### config.mk
export PLATFORM = sky130hd
export DESIGN_NAME = pipe_stage_skid
export DESIGN_NICKNAME = d
export VERILOG_FILES = /design/src/rtl/pipe_stage_skid.sv
export SDC_FILE = /design/constraint.sdc
export NUM_CORES = 1
export LEC_CHECK = 0
export CORE_MARGIN = 10
export CORE_UTILIZATION = 35
export DETAILED_ROUTE_END_ITERATION = 12
export PLACE_DENSITY = 0.69
export RECOVER_POWER = 100
export SETUP_SLACK_MARGIN = 0.02
export SLEW_MARGIN = 20
export SYNTH_ARGS = -nofsm -noshare
export SYNTH_HDL_FRONTEND = slang
export SYNTH_SLANG_ARGS = --single-unit
export TNS_END_PERCENT = 10
### constraint.sdc
create_clock -name clk -period 3.3 [get_ports clk]
set_input_delay 0.99 -clock clk [delete_from_list [all_inputs] [get_ports clk]]
set_output_delay 0.99 -clock clk [all_outputs]
set_load 0.03 [all_outputs]
### src/rtl/pipe_stage_skid.sv
// Elastic pipeline stage register with a 2-entry skid buffer (registered in_ready)
// and a saturating stall counter for hazard/performance debug.
module pipe_stage_skid #(
  parameter int unsigned DATA_W = 101,
  parameter int unsigned CTRL_W = 7,
  parameter int unsigned CNT_W  = 16
) (
  input  logic              clk,
  input  logic              rst,
  input  logic              flush,
  input  logic              in_valid,
  output logic              in_ready,
  input  logic [DATA_W-1:0] in_data,
  input  logic [CTRL_W-1:0] in_ctrl,
  output logic              out_valid,
  input  logic              out_ready,
  output logic [DATA_W-1:0] out_data,
  output logic [CTRL_W-1:0] out_ctrl,
  output logic [CNT_W-1:0]  stall_cnt,
  input  logic              clr_stats
);

  typedef enum logic [1:0] {
    S_EMPTY = 2'd0,
    S_ONE   = 2'd1,
    S_TWO   = 2'd2
  } state_e;

  state_e              state_q, state_d;
  logic                out_valid_q, out_valid_d;
  logic [DATA_W-1:0]   main_data_q, main_data_d;
  logic [CTRL_W-1:0]   main_ctrl_q, main_ctrl_d;
  logic [DATA_W-1:0]   skid_data_q, skid_data_d;
  logic [CTRL_W-1:0]   skid_ctrl_q, skid_ctrl_d;
  logic [CNT_W-1:0]    stall_cnt_q, stall_cnt_d;
  logic                accept, fire;

  // Ready depends only on registered occupancy, never on out_ready.
  assign in_ready  = (state_q != S_TWO) & ~rst;
  assign out_valid = out_valid_q;
  assign out_data  = main_data_q;
  assign out_ctrl  = main_ctrl_q;
  assign stall_cnt = stall_cnt_q;

  assign accept = in_valid & in_ready;
  assign fire   = out_valid_q & out_ready;

  // Occupancy and storage update; main_ctrl is zeroed whenever the stage goes empty.
  always_comb begin
    state_d     = state_q;
    main_data_d = main_data_q;
    main_ctrl_d = main_ctrl_q;
    skid_data_d = skid_data_q;
    skid_ctrl_d = skid_ctrl_q;

    if (flush) begin
      state_d = S_EMPTY;
    end else begin
      unique case (state_q)
        S_EMPTY: begin
          if (accept) begin
            state_d     = S_ONE;
            main_data_d = in_data;
            main_ctrl_d = in_ctrl;
          end
        end
        S_ONE: begin
          if (accept && fire) begin
            main_data_d = in_data;
            main_ctrl_d = in_ctrl;
          end else if (accept) begin
            state_d     = S_TWO;
            skid_data_d = in_data;
            skid_ctrl_d = in_ctrl;
          end else if (fire) begin
            state_d = S_EMPTY;
          end
        end
        S_TWO: begin
          if (fire) begin
            state_d     = S_ONE;
            main_data_d = skid_data_q;
            main_ctrl_d = skid_ctrl_q;
          end
        end
        default: state_d = S_EMPTY;
      endcase
    end

    if (state_d == S_EMPTY) begin
      main_ctrl_d = '0;
    end
    out_valid_d = (state_d != S_EMPTY);
  end

  // Saturating stall counter; clear wins over increment.
  always_comb begin
    stall_cnt_d = stall_cnt_q;
    if (clr_stats) begin
      stall_cnt_d = '0;
    end else if (out_valid_q && !out_ready && (stall_cnt_q != {CNT_W{1'b1}})) begin
      stall_cnt_d = stall_cnt_q + CNT_W'(1);
    end
  end

  always_ff @(posedge clk) begin
    if (rst) begin
      state_q     <= S_EMPTY;
      out_valid_q <= 1'b0;
      main_data_q <= '0;
      main_ctrl_q <= '0;
      skid_data_q <= '0;
      skid_ctrl_q <= '0;
      stall_cnt_q <= '0;
    end else begin
      state_q     <= state_d;
      out_valid_q <= out_valid_d;
      main_data_q <= main_data_d;
      main_ctrl_q <= main_ctrl_d;
      skid_data_q <= skid_data_d;
      skid_ctrl_q <= skid_ctrl_d;
      stall_cnt_q <= stall_cnt_d;
    end
  end

endmodule

Yosys cells after proc, flatten, opt, wreduce, memory -nomap -nowiden
Index checks and enable logic that the tools add are counted.
Word-level totals
  register bits after elaboration: 235
  logic and storage cells: 48
Operators by class
  add/subtract/negate cells: 1
  bitwise logic cells: 6
  mux-type cells: 15
  reduce and logical (&&, ||, !) cells: 12
  equality and inequality tests: 7
Operators by type and width (number)
  2-to-1 mux 101 bit: 3
  one-hot mux 101 bit (3 select lines): 1
  2-to-1 mux 7 bit: 3
  one-hot mux 7 bit (3 select lines): 1
  adder 16 x 1 -> 16 bit, second input constant: 1
  != test 16 bit, second input constant: 1
  2-to-1 mux 2 bit: 6
  != test 2 bit, second input constant: 4
  one-hot mux 2 bit (3 select lines): 1
  AND reduction 5 bit: 1
  logical NOT 2 bit: 2
  AND reduction 4 bit: 1
  OR reduction 2 bit: 2
  bitwise AND 1 bit: 3
  logical AND 1 bit: 3
  inverter 1 bit: 3
  nonzero test 3 bit: 1
  == test 2 x 1 -> 1 bit, second input constant: 1
  == test 2 bit, second input constant: 1
  nonzero test 2 bit: 1
  logical NOT 1 bit: 1

Longest topological paths before layout
Gate-level depths: netlist of run 1.
  word-level depth: 9
  gate-level depth with buffers: 8
  depth with buffers taken out: 5

Worst setup path after synthesis of run 1
Ideal clock, no wire load.
  path kind: input-to-output
  start point: input port rst
  end point: output port in_ready
  stages on the path: 3
  required time: 2.310 ns
  setup slack: 0.541 ns
  buffers on the path: 2
  arrival: 1.769 ns
  path through: buf_2 clkbuf_1 nor2b_1
Between the ends
  longest elaborated chain between the ends: 2
RTL lines
  from (decl): line 9  | input logic rst,
  inverter 1 bit: line 39  | assign in_ready = (state_q != S_TWO) & ~rst;
  bitwise AND 1 bit: line 39
  to (decl): line 12  | output logic in_ready,
Every way passes these cells.

Final worst setup path of run 1
  start point: input port in_valid
  end point: register main_data_q[68], in the netlist out_data[68]
Between the ends
  longest elaborated chain between the ends: 4
  elaborated cells on any way between the ends: 5
  classes of those cells: eq/ne: 2; bitwise: 1; reduce/logical: 2
RTL lines
  from (decl): line 11  | input logic in_valid,
  bitwise AND 1 bit *: line 45  | assign accept = in_valid & in_ready;
  logical AND 1 bit: line 68  | if (accept && fire) begin
  != test 2 bit (no source line)
  AND reduction 5 bit (no source line) *
  to (signal assigned): line 118  | main_data_q <= main_data_d;
  to (decl): line 31  | logic [DATA_W-1:0] main_data_q, main_data_d;
Mark *: on every way between the ends. The rest lies on a longest branch, timed or not.
A chain may end at the register's enable or synchronous reset.

==> results of run 1 <==
==> metal layers <==
layer,up-vias,GRT usage
met5,-,0
met4,0,0.0439
met3,33,0.0413
met2,221,0.265
met1,4031,0.203
li1,4248,-
==> worst min-delay path, cell delays in order, from the launching register on <==
cell and delay, ps:
dfxtp_1 300, nand2_1 50, a21oi_1 50
==> power breakdown <==
| part | switching (mW) | internal (mW) |
|---|---|---|
| clock network | 1.16 | 1.80 |
| registers | 0.0484 | 2.92 |
| logic | 0.424 | 0.340 |
| total | 1.63 | 5.07 |
==> sequential cells by signal, indices dropped and copies added (netlist names) <==
register	count
out_ctrl	7
skid_ctrl_q	7
stall_cnt	16
state_q	2
out_data	101
out_valid	1
skid_data_q	101
==> layout make-up <==
cell class | instances | area share
flip-flops and latches | 235 | 0.357
multi-input cells | 747 | 0.334
repair buffers | 264 | 0.208
clock buffers | 38 | 0.0597
well taps | 341 | 0.0324
clock inverters | 9 | 0.00769
inverters | 4 | 0.00114
diodes | 2 | 0.000380
==> cells by family after synthesis <==
| logic type | synth area share |
|---|---|
| buffers and inverters | 0.0444 |
| AND/OR/NAND/NOR | 0.178 |
| XOR/XNOR | 0.000920 |
| flip-flops | 0.494 |
| adder cells (fa/ha/maj) | 0.00131 |
| AO/OA/AOI/OAI | 0.166 |
| multiplexers | 0.116 |
==> cells in the final DEF (no fill, tap or decap), drive strengths merged, types with 4 or more instances in the layout <==
master,n
nor2,5
nand3,6
buf,23
clkinv,6
dlygate4sd3,128
clkbuf,41
inv,4
nand4,7
o21ai,12
dfxtp,235
clkdlybuf4s50,110
mux2i,110
a211oi,111
nor3,110
nand2,226
or3,9
a21oi,120
==> metrics by stage <==
stage	hold WS, ps	utilization	cell area (um^2)	total power, mW	setup slack (ps)
floorplan	436	-	9520	3.43	541
global placement	440	0.458	12300	3.83	109
detailed placement	446	0.458	12300	3.84	50.5
CTS	454	0.491	13200	6.81	256
global route	465	0.491	13200	6.96	134
finish	452	0.491	13200	6.70	243
==> worst paths after layout <==
check / cells past startpoint / from / endpoint
max: 6 / in_valid / out_data[68]
min: 2 / skid_ctrl_q[5] / skid_ctrl_q[5]
max reg2reg: 6 / state_q[0] / out_data[68]
min reg2reg: 2 / skid_ctrl_q[5] / skid_ctrl_q[5]
==> flow_metrics.env, run 1 <==
export IMPL_vias=8533
export IMPL_crit_chain="dlygate4sd3_1 -> or3b_1 -> a211oi_2 -> or2_0 -> buf_12 -> a211oi_1"
export IMPL_crit_type="primary input to flip-flop"
export IMPL_clk_path_buf_depth=3
export IMPL_drive_gt1_frac=0.0547
export IMPL_ff_latch_area_mm2=0.00470
export IMPL_gr_total_overflow=0
export IMPL_clock_skew_ps=6.72
export IMPL_syn_inst=1083
export IMPL_postRouteWirelength_mm=29.0
export IMPL_synth_net_count=1198
export IMPL_cpMaxStageDelayCell="dlygate4sd3_1"
export IMPL_status="finished, final reports clean"
export IMPL_grt_pass1_vias=8189
export IMPL_fillers=2557
export IMPL_vdd_drop_max_v=0.000273
export IMPL_finalHoldViolations=0
export IMPL_dpl_cell_count=1591
export IMPL_cts_tree="done"
export IMPL_final_max_slew_viol_count=0
export IMPL_first_pass_iters=5
export IMPL_grt_use_total=0.161
export IMPL_synth_edff_count=0
export IMPL_critPathTopFamily="buffers and inverters"
export IMPL_cp_end_kind="flip-flop"
export IMPL_async_flop_share=0
export IMPL_cts_buffers=26
export IMPL_worst_pin_slew_ps=1100
export IMPL_worst_ep_arrival_time_ps=3420
export IMPL_fp_coreArea_mm2=0.0269
export IMPL_p_leak_nw=5.44
export IMPL_io_buffers=239
export IMPL_routabilityCongestion=0.789
export IMPL_die_y_um=185
export IMPL_synth_main_ff_cell="dfxtp_1"
export IMPL_crit_fanout=50
export IMPL_synth_cell_types=40
export IMPL_slowest_delay_ps=620
export IMPL_grt_max_degree=106
export IMPL_timing_fmax_mhz=327
export IMPL_route_met3_wl_mm=2.05
export IMPL_startpoint_type="primary input"
export IMPL_fin_nets=1393
export IMPL_highest_layer="met4"
export IMPL_start_util=0.354
export IMPL_final_instance_count_excl_fill=1640
export IMPL_syn_area_mm2=0.00952
export IMPL_antenna_found_initial=1
export IMPL_ant_nets=0
export IMPL_syn_to_final_growth_pct=38.5
export IMPL_cts_root_buf="clkbuf_16"
export IMPL_synthTopCellsByArea="dfxtp_1 49%, mux2i_1 12%, nand2_1 8.9%"
export IMPL_fin_tns_setup_ps=0
export IMPL_seq_area_frac_synth=0.494
export IMPL_hpwlAfterDp_mm=19.0
export IMPL_rows=60
export IMPL_period_minus_slack_ps=3060
export IMPL_synth_seq_cells=235
export IMPL_htree_levels=1
export IMPL_routed_via_density=5.20
export IMPL_wl_per_cell_um=17.7
export IMPL_pin_count=240
export IMPL_rsz0062_at_grt="false"
export IMPL_syn_area_per_cell_um2=8.79
export IMPL_timing_final_crit_share=0.926
export IMPL_maxCapViolations=0
export IMPL_route_met2_wl_mm=13.9
export IMPL_cp_buffers_inverters=2
export IMPL_worst_r2r_setup_slack_ps=470
export IMPL_cts_sinks=235
export IMPL_synth_top_area_cell="dfxtp_1"
export IMPL_dieArea_mm2=0.0342
export IMPL_p_per_area_mw_per_mm2=508
export IMPL_cts_resized=0
export IMPL_cts_setup_buffers=0
export IMPL_ys_top_cells_by_count="235 x dfxtp_1, 226 x nand2_1, 120 x a21oi_1"
export IMPL_yosysWarnings=0
export IMPL_m1WireLength_mm=12.5
export IMPL_multiInputGateArea_mm2=0.00441
export IMPL_worstHoldPathType="flip-flop to flip-flop"
export IMPL_dr_first_iter_drc_count=488
export IMPL_synth_top_area_share=0.494
export IMPL_ctsHoldBuffers=0
export IMPL_drc=0
export IMPL_dieWidth_um=185
export IMPL_synth_most_common_cell="dfxtp_1"
export IMPL_insertion_delay_ps=510
export IMPL_setup_violations_final=0
export IMPL_grt_pass1_wl_mm=45.3
export IMPL_clkSlewWorstSetupHoldPaths_ps=60
export IMPL_critPathRequiredTime_ps=3660
export IMPL_relSlewSlack=0.266
Note: power is estimated with default switching activity, not from simulation.
==> inputs of run 2 (changes only) <==
--- a/config.mk
+++ b/config.mk
@@ -8,8 +8,11 @@
 export CORE_MARGIN = 10
 export CORE_UTILIZATION = 35
 export DETAILED_ROUTE_END_ITERATION = 12
-export PLACE_DENSITY = 0.69
+export DONT_BUFFER_PORTS = 1
+export GPL_TIMING_DRIVEN = 1
+export PLACE_DENSITY = 0.58
 export RECOVER_POWER = 100
+export REMOVE_ABC_BUFFERS = 1
 export SETUP_SLACK_MARGIN = 0.02
 export SLEW_MARGIN = 20
 export SYNTH_ARGS = -nofsm -noshare
==> flow_metrics.env, run 2 (synthesized netlist as in run 1, its figures left out) <==
export IMPL_status="complete, but fails checks"
export IMPL_violations="max-capacitance violations, max-slew violations"
export IMPL_insertion_delay_ps=520
export IMPL_timing_fmax_mhz=361
export IMPL_period_minus_slack_ps=2770
export IMPL_slowest_delay_ps=1130
export IMPL_clock_skew_ps=15.3
export IMPL_postRouteWirelength_mm=27.5
export IMPL_crit_type="primary input to flip-flop"
export IMPL_pre_cts_ws_ps=485
export IMPL_grt_max_degree=215
export IMPL_fin_tns_setup_ps=0
export IMPL_grt_use_total=0.152
export IMPL_wl_per_cell_um=19.7
export IMPL_clk_path_buf_depth=3
export IMPL_rsz0062_at_grt="false"
export IMPL_routed_via_density=5.40
export IMPL_maxCapViolations=2
export IMPL_final_common_cell="dfxtp_1"
export IMPL_final_max_slew_viol_count=86
export IMPL_reg2reg_depth=4
export IMPL_first_pass_iters=5
export IMPL_grt_pass1_vias=6969
export IMPL_pin_count=240
export IMPL_vdd_drop_max_v=0.000362
export IMPL_fin_nets=1149
export IMPL_dieWidth_um=185
export IMPL_p_per_area_mw_per_mm2=597
export IMPL_fp_coreArea_mm2=0.0269
export IMPL_clkSlewWorstSetupHoldPaths_ps=60
export IMPL_cpMaxStageDelayCell="clkbuf_1"
export IMPL_cts_setup_buffers=0
export IMPL_critPathRequiredTime_ps=3740
export IMPL_startpoint_type="primary input"
export IMPL_relSlewSlack=-0.267
export IMPL_vias=7518
export IMPL_finalHoldViolations=0
export IMPL_rows=60
export IMPL_worst_pin_slew_ps=1900
export IMPL_hpwlAfterDp_mm=17.2
export IMPL_syn_to_final_growth_pct=12.0
export IMPL_r2r_start="state_q[0]"
export IMPL_start_util=0.354
export IMPL_worst_slack_ps=530
export IMPL_ant_nets=0
export IMPL_drc=0
export IMPL_crit_fanout=214
export IMPL_min_to="skid_data_q[44]"
export IMPL_die_y_um=185
export IMPL_dr_first_iter_drc_count=490
export IMPL_diodes=0
export IMPL_htree_levels=1
export IMPL_cts_buffers=27
export IMPL_final_cell_mix="235 x dfxtp_1, 226 x nand2_1, 120 x a21oi_1"
export IMPL_ctsHoldBuffers=0
export IMPL_crit_chain="nor2_1 -> and3_1 -> clkbuf_1 -> nand2_1 -> a21oi_1"
export IMPL_cts_root_buf="clkbuf_16"
export IMPL_worst_r2r_setup_slack_ps=580
export IMPL_grt_pass1_wl_mm=41.9
export IMPL_worst_ep_arrival_time_ps=3210
export IMPL_fillers=2724
export IMPL_reg2reg_to="out_data[0]"
export IMPL_antenna_found_initial=0
export IMPL_routabilityCongestion=0.772
export IMPL_cts_tree="done"
export IMPL_cp_end_kind="flip-flop"
export IMPL_cts_resized=0
export IMPL_drive_gt1_frac=0.0609
export IMPL_min_path_cells=2
export IMPL_gr_total_overflow=0
export IMPL_dieArea_mm2=0.0342
export IMPL_cts_sinks=235
export IMPL_timing_final_crit_share=0.839
export IMPL_p_leak_nw=4.13
export IMPL_setup_violations_final=0
export IMPL_worstHoldPathType="flip-flop to flip-flop"
export IMPL_hp_start="skid_data_q[44]"
export IMPL_io_buffers=0
## run 2: cell count changes in the layout (fill, tap and decap cells not counted), sizes merged
cell           delta
clkbuf            +6
clkdlybuf4s50   -110
clkinv            -2
dlygate4sd3     -128
bufinv            -1
buf              -10
diode             -2
clkinvlp          -1
## run 2: worst max-delay path by stage
| stage | from | cells after the start | to | slack (ps) |
|---|---|---|---|---|
| 2_1_floorplan | state_q[0] | 4 | out_ctrl[0] | -5280 |
| 3_3_place_gp | rst | 5 | out_data[98] | 500 |
| 3_5_place_dp | rst | 5 | out_data[23] | 480 |
| 4_1_cts | state_q[0] | 3 | in_ready | 750 |
| 5_1_grt | state_q[0] | 4 | out_data[56] | 350 |
| 6_report | rst | 5 | skid_data_q[32] | 530 |
## run 2: per-stage QoR
step | instance area [um^2] | utilization | instances | power [mW] | hold slack, ps
2_1_floorplan | 9110 | - | 986 | 3.40 | 430
3_5_place_dp | 9810 | 0.365 | 1346 | 3.49 | 441
5_1_grt | 10700 | 0.397 | 1392 | 6.62 | 465
4_1_cts | 10700 | 0.398 | 1392 | 6.47 | 449
3_3_place_gp | 9810 | 0.365 | 1346 | 3.49 | 436
6_report | 10700 | 0.397 | 1392 | 6.37 | 449
## run 2: report_power, final
part / switching [mW] / internal [mW] / leakage (nW)
combinational: 0.149 / 0.130 / 1.77
sequential: 0.219 / 2.92 / 1.91
clock: 1.14 / 1.81 / 0.445
total: 1.51 / 4.86 / 4.13
## run 2: layer usage
metal / part of all wire / vias to the layer above / wire (um) / GRT usage
met1: 0.40 / 3494 / 10900 / 0.187
met3: 0.14 / 35 / 3920 / 0.0835
li1: - / 3751 / - / -
met5: 0 / - / 0 / 0
met4: 0.016 / 0 / 452 / 0.0319
met2: 0.44 / 238 / 12200 / 0.228
## run 2: area by class of cell
class | instances | area [um^2] | share of cell area
sequential | 235 | 4700 | 0.441
inverter | 4 | 15.0 | 0.00141
clock buffer | 41 | 838 | 0.0786
multi-input combinational | 747 | 4420 | 0.414
timing repair buffer | 19 | 213 | 0.0199
clock inverter | 5 | 50.0 | 0.00469
tap | 341 | 427 | 0.0400
## run 2: critical path: cells and delay by family
family,cells,cell delay (ps)
AOI/OAI and AO/OA,1,160
buffers and inverters,1,1130
and+or+nand+nor,3,770
